File: src/rtl/mem_arb_pkg.sv
// mem_arb_pkg: shared types and constants for the memory-port arbiter.
//   state_e - arbiter sequencer states
//   owner_e - which cache miss handler last held the memory port
//   BLK_WORDS / MEM_LAT - block size in words, memory read latency
//   IDX_W / OFF_W - word-index width and byte-offset width of a block
package mem_arb_pkg;

  localparam int unsigned BLK_WORDS = 8;
  localparam int unsigned MEM_LAT   = 4;
  localparam int unsigned IDX_W     = $clog2(BLK_WORDS);
  // Byte offset within a block: word index plus the byte-in-word bit.
  localparam int unsigned OFF_W     = IDX_W + 1;

  typedef enum logic [1:0] {
    ST_IDLE,
    ST_IFILL,
    ST_DFILL,
    ST_DWRITE
  } state_e;

  typedef enum logic {
    OWN_I,
    OWN_D
  } owner_e;

endpackage

File: src/rtl/blk_fill_ctr.sv
// blk_fill_ctr: issue and receive word counters for one block fill.
//   clk_i, rst_i   - clock, asynchronous active-high reset
//   start_i        - clears both counters and arms issuing (fill begins)
//   issue_en_i     - fill state active; advances issue count while issuing
//   recv_en_i      - a read word returned this cycle; advances receive count
//   issue_cnt_o    - index of the word being issued this cycle
//   recv_cnt_o     - index of the word being received this cycle
//   issuing_o      - reads still to be issued for the current block
//   issue_last_o   - issue count is at the final word
//   recv_last_o    - receive count is at the final word
module blk_fill_ctr #(
  parameter int unsigned CNT_W = 3
) (
  input  logic             clk_i,
  input  logic             rst_i,
  input  logic             start_i,
  input  logic             issue_en_i,
  input  logic             recv_en_i,
  output logic [CNT_W-1:0] issue_cnt_o,
  output logic [CNT_W-1:0] recv_cnt_o,
  output logic             issuing_o,
  output logic             issue_last_o,
  output logic             recv_last_o
);

  logic [CNT_W-1:0] issue_q, issue_d;
  logic [CNT_W-1:0] recv_q, recv_d;
  logic             issuing_q, issuing_d;

  assign issue_last_o = (issue_q == '1);
  assign recv_last_o  = (recv_q == '1);
  assign issue_cnt_o  = issue_q;
  assign recv_cnt_o   = recv_q;
  assign issuing_o    = issuing_q;

  always_comb begin
    issue_d   = issue_q;
    recv_d    = recv_q;
    issuing_d = issuing_q;
    if (start_i) begin
      issue_d   = '0;
      recv_d    = '0;
      issuing_d = 1'b1;
    end else begin
      // Counters wrap to zero after the last word, so they rest at 0.
      if (issue_en_i && issuing_q) begin
        issue_d = issue_q + 1'b1;
        if (issue_last_o) issuing_d = 1'b0;
      end
      if (recv_en_i) recv_d = recv_q + 1'b1;
    end
  end

  always_ff @(posedge clk_i or posedge rst_i) begin
    if (rst_i) begin
      issue_q   <= '0;
      recv_q    <= '0;
      issuing_q <= 1'b0;
    end else begin
      issue_q   <= issue_d;
      recv_q    <= recv_d;
      issuing_q <= issuing_d;
    end
  end

endmodule

File: src/rtl/mem_arbiter.sv
// mem_arbiter: shares the pipelined main-memory port between the I-cache
// and D-cache miss handlers. Grants one requester at a time and runs an
// 8-word block fill or a single-word write-through store.
//   clk, rst                         - clock, asynchronous active-high reset
//   i_req/i_addr                     - I-cache fill request (held until i_done)
//   i_grant/i_data_valid/i_done      - I-cache ownership, fill word, completion
//   d_req/d_we/d_addr/d_wdata        - D-cache fill (d_we=0) or store (d_we=1)
//   d_grant/d_data_valid/d_done      - D-cache ownership, fill word, completion
//   fill_data/fill_idx               - returned read word and its block index
//   mem_en/mem_wr/mem_addr/mem_wdata - memory request port
//   mem_rdata/mem_rvalid             - memory read return
module mem_arbiter
  import mem_arb_pkg::*;
#(
  parameter int unsigned ADDR_W    = 16,
  parameter int unsigned DATA_W    = 16,
  parameter int unsigned BLK_WORDS = mem_arb_pkg::BLK_WORDS
) (
  input  logic                           clk,
  input  logic                           rst,
  input  logic                           i_req,
  input  logic [ADDR_W-1:0]              i_addr,
  output logic                           i_grant,
  output logic                           i_data_valid,
  output logic                           i_done,
  input  logic                           d_req,
  input  logic                           d_we,
  input  logic [ADDR_W-1:0]              d_addr,
  input  logic [DATA_W-1:0]              d_wdata,
  output logic                           d_grant,
  output logic                           d_data_valid,
  output logic                           d_done,
  output logic [DATA_W-1:0]              fill_data,
  output logic [$clog2(BLK_WORDS)-1:0]   fill_idx,
  output logic                           mem_en,
  output logic                           mem_wr,
  output logic [ADDR_W-1:0]              mem_addr,
  output logic [DATA_W-1:0]              mem_wdata,
  input  logic [DATA_W-1:0]              mem_rdata,
  input  logic                           mem_rvalid
);

  localparam int unsigned IW = $clog2(BLK_WORDS);
  localparam int unsigned OW = IW + 1;

  state_e              state_q, state_d;
  owner_e              last_q, last_d;
  logic [ADDR_W-1:0]   addr_q, addr_d;
  logic [DATA_W-1:0]   wdata_q, wdata_d;

  logic                take_d;
  logic                start;
  logic                in_fill;
  logic                recv_en;
  logic [IW-1:0]       issue_cnt, recv_cnt;
  logic                issuing, issue_last, recv_last;
  logic [ADDR_W-1:0]   fill_addr;

  // D wins when it is the only requester, or on a tie when I was served last.
  assign take_d  = d_req && (!i_req || (last_q == OWN_I));
  assign in_fill = (state_q == ST_IFILL) || (state_q == ST_DFILL);
  assign recv_en = in_fill && mem_rvalid;
  assign start   = (state_q == ST_IDLE) &&
                   ((state_d == ST_IFILL) || (state_d == ST_DFILL));

  assign fill_addr = {addr_q[ADDR_W-1:OW], issue_cnt, 1'b0};

  blk_fill_ctr #(.CNT_W(IW)) u_ctr (
    .clk_i       (clk),
    .rst_i       (rst),
    .start_i     (start),
    .issue_en_i  (in_fill),
    .recv_en_i   (recv_en),
    .issue_cnt_o (issue_cnt),
    .recv_cnt_o  (recv_cnt),
    .issuing_o   (issuing),
    .issue_last_o(issue_last),
    .recv_last_o (recv_last)
  );

  // State and request-capture registers.
  always_ff @(posedge clk or posedge rst) begin
    if (rst) begin
      state_q <= ST_IDLE;
      last_q  <= OWN_I;
      addr_q  <= '0;
      wdata_q <= '0;
    end else begin
      state_q <= state_d;
      last_q  <= last_d;
      addr_q  <= addr_d;
      wdata_q <= wdata_d;
    end
  end

  // Next-state: requests are only sampled in IDLE; address/data latched there.
  always_comb begin
    state_d = state_q;
    last_d  = last_q;
    addr_d  = addr_q;
    wdata_d = wdata_q;
    unique case (state_q)
      ST_IDLE: begin
        if (take_d) begin
          state_d = d_we ? ST_DWRITE : ST_DFILL;
          last_d  = OWN_D;
          addr_d  = d_addr;
          wdata_d = d_wdata;
        end else if (i_req) begin
          state_d = ST_IFILL;
          last_d  = OWN_I;
          addr_d  = i_addr;
        end
      end
      ST_IFILL, ST_DFILL: begin
        if (mem_rvalid && recv_last) state_d = ST_IDLE;
      end
      ST_DWRITE: state_d = ST_IDLE;
      default:   state_d = ST_IDLE;
    endcase
  end

  // Outputs decode registered state; only the read-return signals pass through.
  always_comb begin
    i_grant      = 1'b0;
    i_data_valid = 1'b0;
    i_done       = 1'b0;
    d_grant      = 1'b0;
    d_data_valid = 1'b0;
    d_done       = 1'b0;
    mem_en       = 1'b0;
    mem_wr       = 1'b0;
    mem_addr     = '0;
    mem_wdata    = '0;
    fill_data    = mem_rdata;
    fill_idx     = recv_cnt;
    unique case (state_q)
      ST_IFILL: begin
        i_grant      = 1'b1;
        i_data_valid = mem_rvalid;
        i_done       = mem_rvalid && recv_last;
        mem_en       = issuing;
        mem_addr     = issuing ? fill_addr : '0;
      end
      ST_DFILL: begin
        d_grant      = 1'b1;
        d_data_valid = mem_rvalid;
        d_done       = mem_rvalid && recv_last;
        mem_en       = issuing;
        mem_addr     = issuing ? fill_addr : '0;
      end
      ST_DWRITE: begin
        d_grant   = 1'b1;
        d_done    = 1'b1;
        mem_en    = 1'b1;
        mem_wr    = 1'b1;
        mem_addr  = addr_q & ~ADDR_W'(1);
        mem_wdata = wdata_q;
      end
      default: ;
    endcase
  end

endmodule

File: config.mk
export PLATFORM = sky130hd
export DESIGN_NAME = mem_arbiter
export DESIGN_NICKNAME = d
export VERILOG_FILES = /design/src/rtl/mem_arb_pkg.sv /design/src/rtl/blk_fill_ctr.sv /design/src/rtl/mem_arbiter.sv
export SDC_FILE = /design/constraint.sdc
export NUM_CORES = 1
export LEC_CHECK = 0
export ABC_AREA = 1
export CORE_MARGIN = 8
export CORE_UTILIZATION = 35
export CTS_CLUSTER_SIZE = 28
export DETAILED_ROUTE_END_ITERATION = 12
export GPL_TIMING_DRIVEN = 0
export MAX_ROUTING_LAYER = met4
export PLACE_DENSITY = 0.81
export SLEW_MARGIN = 20
export SYNTH_ARGS = -nofsm -noshare
export SYNTH_HDL_FRONTEND = slang
export SYNTH_SLANG_ARGS = --single-unit
File: constraint.sdc
create_clock -name clk -period 1.6 [get_ports clk]
set_clock_uncertainty 0.15 [all_clocks]
set_input_delay 0.32 -clock clk [delete_from_list [all_inputs] [get_ports clk]]
set_output_delay 0.32 -clock clk [all_outputs]
set_load 0.02 [all_outputs]
## After elaboration in Yosys (flattened, before gate mapping)

Index checks and enable logic that the tools add are counted.

- Bits in registers: 42
- Output and inout bits: 59
- Input port bits: 70
- Logic and storage cells: 63

- Reduce and logical (&&, ||, !) cells: 19
- Mux-type cells: 27
- Add/subtract/negate cells: 2
- Bitwise operators: 1
- Equality and inequality tests: 7

Operator list:

| cell | number |
|---|---|
| 16-bit two-way mux | 4 |
| 16-bit case mux with 2 select lines | 1 |
| 1-bit two-way mux | 12 |
| 3-bit two-way mux | 4 |
| 2-bit nonzero test | 4 |
| 3-bit by 1-bit adder with 3-bit output, second input constant | 2 |
| 2-bit equality test, second input constant | 3 |
| 3-bit equality test, second input constant | 2 |
| 2-bit two-way mux | 3 |
| 2-bit case mux with 3 select lines | 1 |
| 2-bit AND reduction | 3 |
| 1-bit logical AND | 5 |
| 2-bit by 1-bit equality test with 1-bit output, second input constant | 2 |
| 1-bit case mux with 2 select lines | 2 |
| 2-bit OR reduction | 2 |
| 1-bit logical OR | 3 |
| 2-bit logical NOT | 1 |
| 1-bit logical NOT | 1 |
| 1-bit NOT | 1 |

## Depth between registers and ports, before layout

Gate-level depths: netlist (run 1).

- Depth in word-level cells: 10
- Gate-level depth with buffers: 10
- Gate-level depth less buffers: 9

## Hierarchy

From an unflattened synthesis (run 1), not the netlist that was laid out.

- Cells, all modules: 330
- Area, all modules: 2387.3 um^2

Modules (own cells, without submodules):

| module | times used | area each (um^2) | sequential area each (um^2) | cells each |
|---|---|---|---|---|
| mem_arbiter | 1 | 2035.7 | 850.8 | 288 |
| blk_fill_ctr | 1 | 351.6 | 175.2 | 42 |

## Least setup slack after synthesis (run 1)

No wires, ideal clock.

- Path kind: reg2out
- From: register state_q[0]
- To: output port mem_addr[10]
- Setup slack: -0.773 ns
- Cell stages (with the launch flop): 8
- Data required time: 1.130 ns
- Path buffers: 1
- Data arrival time: 1.903 ns
- Cells stage by stage: dfrtp_1 -> inv_1 -> ha_1 -> nand2_1 -> a21oi_1 -> inv_1 -> buf_2 -> nor2_1

- Longest elaborated chain between the ends: 3
- Elaborated cells between the ends (all ways): 5
- Those cells by class: eq/ne: 3; mux: 1; reduce/logical: 1

RTL lines:

| what | RTL line | RTL |
|---|---|---|
| start, declared | mem_arbiter.sv:46 | `state_e state_q, state_d;` |
| start signal, assigned | mem_arbiter.sv:89 | `state_q <= state_d;` |
| 2-bit by 1-bit equality test with 1-bit output or 2-bit equality test (tied branches) | mem_arbiter.sv:137 | `unique case (state_q)` |
| 2-bit OR reduction (no source line) | n/a |  |
| 16-bit case mux with 2 select lines * | mem_arbiter.sv:137 |  |
| end, declared | mem_arbiter.sv:37 | `output logic [ADDR_W-1:0] mem_addr,` |

Every way passes the cells marked *; elsewhere a longest branch is shown, timed or not.

## Worst setup path after layout (run 1)

- From: register state_q[1]
- To: output port mem_addr[11]

Same word-level chain as after synthesis.

==> reports/qor.yml, run 1 <==
layout:
  diodes: 0
  drive_above_1_share_pct: 45.86
  layout_commonest_cell: "clkdlybuf4s50_1"
  mostFrequentLayoutCells: "66 x clkdlybuf4s50_1, 50 x buf_4, 42 x nand2_1"
  synthToLayoutAreaGrowth_pct: 90.51
  final_net_count: 500
  fin_area_um2: 4422
timing:
  maxSlewViolCount: 0
  finalSetupViolations: 76
  setup_slack_ns: -0.5517
  max_freq_ghz: 0.4648
  period_minus_slack_ns: 2.152
  finalHoldViolCount: 0
  hold_ws_ns: 0.2289
  min_period_over_period_pct: 134.5
  rsz0062_at_grt: "yes"
  fin_setup_tns_ns: -18.16
outcome:
  violations: "setup timing"
  outcome: "finished, violations left"
detailed_routing:
  vias: 2337
  drc: 0
  dr.pass1.iters: 4
  postRouteWirelength_mm: 8.200
  vias_per_cell: 4.674
  wl_per_cell_um: 16.40
  drt_iter0_markers: 63
  ant_nets: 0
grt:
  grt_pass1_vias: 2456
  grt-ovfl-total: 0
  grt_pass1_wl_mm: 12.39
  grtUsageTotal_pct: 16.15
  grt_max_degree: 22
  antenna_found_initial: 0
synthesis:
  ys.flop_type: "dfrtp_1"
  yosysWarnings: 0
  syn_area_per_cell_um2: 8.502
  synthCells: 273
  syn-num-nets: 351
  synth_top_area_share_pct: 44.20
  syn_area_um2: 2321
  synth_area_leaders: "dfrtp_1 44%, nand2_1 8.2%, inv_1 7.1%"
  async_reset_ff_share_pct: 100.0
  synth.distinct_cells: 24
  synth-seq-area-share_pct: 44.20
  synth-edff-count: 0
  yosysTopAreaCell: "dfrtp_1"
  ys_seq_elements: 41
worst_setup_path:
  crit_path_start_kind: "register"
  path_cells: "inv_2 -> ha_4 -> nand2_4 -> a21oi_4 -> inv_4 -> buf_12 -> nor2_4 -> buf_6"
  max_stage_delay_ns: 0.39
  required_ns: 1.13
  endpoint_kind: "primary output"
  worstPathArrival_ns: 1.68
  r2r_start: "state_q[1]$_DFF_PP0_"
  crit_fanout: 5
  cp_slowest_cell: "dfrtp_1"
  rr_worst_depth: 11
  r2r_slack_ns: -0.17
  critPathKind: "register to primary output"
  rr_endpoint: "u_ctr.recv_cnt_o[2]$_DFFE_PP0P_"
power:
  power_mw: 8.339
  vdd_ir_drop_max_uv: 1503
  p_per_area_nw_per_um2: 1886
  p_leak_nw: 2.210
placed_design:
  routabilityCongestion: 0.8407
  place_hpwl_mm: 5.481
  placed_area_um2: 3716
  place_ws_ns: -0.8541
  numPortBuffers: 109
cts:
  htree_levels: 2
  ctsHoldBuffers: 0
  clock-sinks: 41
  cts_tree: "built"
  insertion_delay_ns: 0.29
  path_clk_slew_ns: 0.08
  clockBufferDepth: 2
  cts-root-buf: "clkbuf_8"
  cts_buffers: 5
job:
  drv_cap: 0
die:
  die-area_um2: 9494
  die_height_um: 97.44
  core_um2: 6386
  core.rowCount: 29
  initial_utilization_pct: 36.34
  die-width_um: 97.44
  io_pins: 129
hold_path:
  holdCritPathClass: "input port to async pin"
-- state kept, by name (all words and copies together), names as in the netlist --
signal	cells
wdata_q	16
state_q	2
u_ctr.recv_cnt_o	3
u_ctr.issuing_o	1
last_q	1
addr_q	15
u_ctr.issue_cnt_o	3
-- critical path, delay by kind of cell (launching register included) --
kind | cells | cell delay (ns)
buf+inv | 4 | 0.42
flops | 1 | 0.39
fa+ha+maj | 1 | 0.28
compound gates | 1 | 0.17
simple gates | 2 | 0.14
-- logic make-up (layout without fill, tap and decap cells) --
| family | count (synthesis) | in the layout | share of synthesized area [%] |
|---|---|---|---|
| AO/OA/AOI/OAI | 34 | 34 | 8.140 |
| adder cells (fa/ha/maj) | 8 | 8 | 4.313 |
| XOR/XNOR | 2 | 2 | 0.7549 |
| AND/OR/NAND/NOR | 96 | 96 | 16.71 |
| multiplexers | 18 | 18 | 10.19 |
| buffers and inverters | 73 | 223 | 15.53 |
| flip-flops | 41 | 41 | 44.20 |
| other | 1 | 1 | 0.1616 |
-- through the flow --
| step | util, % | std cells |
|---|---|---|
| 3_5_place_dp | 58.19 | 460 |
| 3_3_place_gp | 57.76 | 459 |
| 5_1_grt | 69.24 | 500 |
| 6_report | 69.24 | 500 |
| 2_1_floorplan | - | 273 |
| 4_1_cts | 63.89 | 488 |
-- worst max-delay path by stage --
stage / slack (ns) / startpoint / to / depth (start not counted)
5_1_grt: -0.63 / state_q[0]$_DFF_PP0_ / mem_addr[10] / 8
2_1_floorplan: -0.32 / state_q[1]$_DFF_PP0_ / mem_addr[10] / 7
4_1_cts: -0.52 / state_q[1]$_DFF_PP0_ / mem_addr[11] / 8
3_5_place_dp: -0.85 / state_q[0]$_DFF_PP0_ / mem_addr[10] / 8
6_report: -0.55 / state_q[1]$_DFF_PP0_ / mem_addr[11] / 8
3_3_place_gp: -0.86 / rst / u_ctr.recv_cnt_o[0]$_DFFE_PP0P_ / 2
-- routing by layer --
metal | up-vias | global-route usage, % | wire length, um
met1 | 1104 | 17.81 | 3247
met2 | 96 | 27.47 | 4301
met4 | 0 | 3.730 | 114
met3 | 10 | 5.405 | 537
li1 | 1127 | - | -
met5 | - | - | 0
-- layout make-up --
cell class	count	area, um2
multi-input combinational	159	1334
sequential	41	1027
buffer	27	266.5
timing repair buffer	142	1423
fill	500	1964
inverter	46	195.2
tap	77	96.34
clock buffer	8	80.08
-- power by group --
part / internal, mW / switching, mW / leakage (nW) / total (mW)
sequential: 1.54 / 0.283 / 0.491 / 1.83
combinational: 2.96 / 2.89 / 1.68 / 5.85
clock: 0.311 / 0.349 / 0.0395 / 0.659
-- what timing repair did --
item,in CTS,in global routing
resized for setup,259,67
pin swaps,11,17
gates cloned,3,3
endpoints found under the setup margin,74,72
setup buffers,17,10
-- cells in the mapped netlist, types with 2 or more instances --
library cell	count
a31oi_1	3
buf_2	5
mux2_2	9
inv_1	44
nand4_1	2
nand3_1	2
ha_1	8
xor2_1	2
nor2_1	37
nand2_1	51
dfrtp_1	41
a21oi_1	4
o21ai_0	15
clkbuf_1	3
o22ai_1	12
mux2_4	9
nand2_4	2
buf_4	18
(Power assumes the default switching activity.)
==> run 2: changes to the inputs <==
--- a/config.mk
+++ b/config.mk
@@ -5,7 +5,6 @@
 export SDC_FILE = /design/constraint.sdc
 export NUM_CORES = 1
 export LEC_CHECK = 0
-export ABC_AREA = 1
 export CORE_MARGIN = 8
 export CORE_UTILIZATION = 35
 export CTS_CLUSTER_SIZE = 28
==> run 2 against run 1 <==
  * Clock-buffer cell count down 1
  * The run still ends with setup timing left
  * Routed wire length down 11%
  * Hold slack worse by 0.093 ns
  * Sequential share of layout area up 2.2 points
  * Critical path depth down 1
  * Setup slack worse by 0.012 ns
  * Sequential power about the same
  * Largest power group unchanged
  * Highest routed layer unchanged
  * Clock power up 15%
  * Sequential cell count unchanged
  * Global-route usage down 0.54 points
  * Critical path type unchanged
  * Die area up 0.59%
  * Utilization down 6.3 points
==> reports/qor.yml, run 2 <==
grt:
  grt_pass1_vias: 2327
  antenna_found_initial: 0
  grt_max_degree: 30
  grt_pass1_wl_mm: 11.72
  grt-ovfl-total: 0
  grtUsageTotal_pct: 15.61
synthesis:
  syn_area_per_cell_um2: 10.67
  yosysWarnings: 0
  ys_seq_elements: 41
  synth_commonest_cells: "41 x dfrtp_1, 30 x and2_1, 23 x nand2_1"
  synthCells: 219
  synth-seq-area-share_pct: 43.90
  synth.distinct_cells: 35
  yosysMostFrequentCell: "dfrtp_1"
  synth_top_area_share_pct: 43.90
  synth-edff-count: 0
  ys.flop_type: "dfrtp_1"
  yosysTopAreaCell: "dfrtp_1"
  syn_area_um2: 2337
  syn-num-nets: 297
  synth_area_leaders: "dfrtp_1 44%, mux2i_1 8.1%, and2_1 8.0%"
  async_reset_ff_share_pct: 100.0
timing:
  min_period_over_period_pct: 135.2
  max_freq_ghz: 0.4621
  hold_ws_ns: 0.1362
  maxSlewViolCount: 0
  period_minus_slack_ns: 2.164
  rsz0062_at_grt: "yes"
  finalSetupViolations: 56
  setup_slack_ns: -0.5639
  finalHoldViolCount: 0
power:
  p_sw_share_pct: 38.65
  p_clk_share_pct: 10.8
  p_per_area_nw_per_um2: 1727
  p_seq_share_pct: 25.9
  p_int_mw: 4.284
  p_leak_nw: 1.926
  vdd_ir_drop_max_uv: 788.8
  p_switching_mw: 2.699
  pwr-share-comb_pct: 63.3
die:
  die-width_um: 97.72
  initial_utilization_pct: 36.39
  core.rowCount: 29
  die-area_um2: 9549
  die_height_um: 97.72
  io_pins: 129
  core_um2: 6422
detailed_routing:
  drc: 0
  vias_per_cell: 4.823
  ant_nets: 0
  wl_per_cell_um: 16.76
  postRouteWirelength_mm: 7.274
  vias: 2093
  drt_iter0_markers: 41
  dr.pass1.iters: 4
layout:
  final_net_count: 434
  largest_reg_flops: 16
  layout_commonest_cell: "clkdlybuf4s50_1"
  diodes: 0
  synthToLayoutAreaGrowth_pct: 73.02
  drive_above_1_share_pct: 44.82
  fin_area_um2: 4044
  fillerInstances: 539
  reg.largest.list: "wdata_q (16), addr_q (15)"
  mostFrequentLayoutCells: "65 x clkdlybuf4s50_1, 40 x buf_4, 39 x dfrtp_1"
  regMostFlops: "wdata_q"
cts:
  clockBufferDepth: 2
  cts_buffers: 5
  htree_levels: 2
  clock-sinks: 41
  ctsHoldBuffers: 0
  path_clk_slew_ns: 0.08
  cts_tree: "built"
  insertion_delay_ns: 0.30
  cts-root-buf: "clkbuf_8"
worst_setup_path:
  crit_fanout: 6
  cpMostUsedCell: "buf_6"
  path_cells: "buf_4 -> ha_4 -> a21oi_4 -> nor2_4 -> buf_6 -> and2_4 -> buf_6"
  worstPathArrival_ns: 1.69
  critPathTopFamily: "flip-flops"
  rr_worst_depth: 6
  path_depth: 7
  r2r_slack_ns: -0.13
  max_stage_delay_ns: 0.45
  cp_slowest_cell: "dfrtp_2"
  required_ns: 1.13
  critPathKind: "register to primary output"
  crit_path_start_kind: "register"
  r2r_start: "state_q[0]$_DFF_PP0_"
  endpoint_kind: "primary output"
  crit_buf_inv: 3
  rr_endpoint: "u_ctr.recv_cnt_o[2]$_DFFE_PP0P_"
placed_design:
  placed_area_um2: 3638
  place_hpwl_mm: 5.327
  numPortBuffers: 109
  routabilityCongestion: 0.7593
outcome:
  violations: "setup timing"
  outcome: "finished, violations left"
hold_path:
  holdCritPathClass: "input port to async pin"
job:
  drv_cap: 0
[run 2: cell type report]
cell class                 instances  area (um2)  share of cell area, %
buffer                            27       256.5                  6.343
timing repair buffer             131        1257                  31.10
sequential                        41        1028                  25.43
clock inverter                     1       5.005                 0.1238
clock buffer                       7       96.34                  2.382
tap                               77       96.34                  2.382
inverter                           4       17.52                 0.4332
multi-input combinational        146        1286                  31.81
[run 2: layer usage]
| layer | up-vias | track usage (%) | routed length [um] |
|---|---|---|---|
| met1 | 1014 | 17.23 | 3087 |
| met4 | 0 | 3.957 | 36 |
| li1 | 998 | - | - |
| met5 | - | - | 0 |
| met2 | 78 | 27.36 | 3688 |
| met3 | 3 | 3.868 | 461 |
[run 2: power groups by stage]
stage	clock [mW]	combinational (mW)	sequential, mW
final	0.755	4.42	1.81
after global routing	0.822	4.72	1.88
after CTS	0.779	4.15	1.81
after detailed placement	0	3.54	1.85
after global placement	0	3.45	1.81
after floorplan	0	2.32	1.78
[run 2: logic make-up (layout without fill, tap and decap cells)]
logic type,count (synthesis),in the layout,synth area share (%)
AND/OR/NAND/NOR,72,72,16.49
flip-flops,41,41,43.90
multiplexers,35,35,17.29
buffers and inverters,32,170,9.421
AO/OA/AOI/OAI,28,28,7.709
adder cells (fa/ha/maj),8,8,4.283
XOR/XNOR,2,2,0.7496
other,1,1,0.1604
[run 2: timing repair]
action                     in CTS  in global routing
setup endpoints to repair      76                 68
gates resized for setup       237                 26
pin swaps                       7                  9
setup buffers                  11                  6
cloned                          3                  1
[run 2: per-stage QoR]
| step | utilization (%) | setup TNS (ns) | setup WS, ns | total power, mW | std cells |
|---|---|---|---|---|---|
| 3_3_place_gp | 56.34 | -71.90 | -0.9398 | 5.263 | 405 |
| 6_report | 62.97 | -18.94 | -0.5639 | 6.983 | 434 |
| 3_5_place_dp | 56.65 | -42.38 | -0.9679 | 5.388 | 406 |
| 5_1_grt | 62.97 | -21.63 | -0.6170 | 7.425 | 434 |
| 2_1_floorplan | - | -2.954 | -0.2621 | 4.099 | 219 |
| 4_1_cts | 60.82 | -17.68 | -0.5465 | 6.733 | 427 |
[run 2: worst reg2reg max path, cell delays in order, from the launching register on]
cell and delay [ns]:
dfrtp_2 0.43, buf_4 0.16, buf_4 0.14, or3_4 0.37, nand2_2 0.07, o211a_4 0.23
nor3_2 0.07
[run 2: how the worst max path moves through the flow]
| stage | to | start |
|---|---|---|
| global route | mem_addr[9] | state_q[1]$_DFF_PP0_ |
| global placement | mem_addr[5] | state_q[1]$_DFF_PP0_ |
| detailed placement | mem_addr[5] | state_q[0]$_DFF_PP0_ |
| floorplan | mem_addr[11] | state_q[0]$_DFF_PP0_ |
| finish | mem_addr[9] | state_q[1]$_DFF_PP0_ |
| CTS | mem_addr[5] | state_q[0]$_DFF_PP0_ |
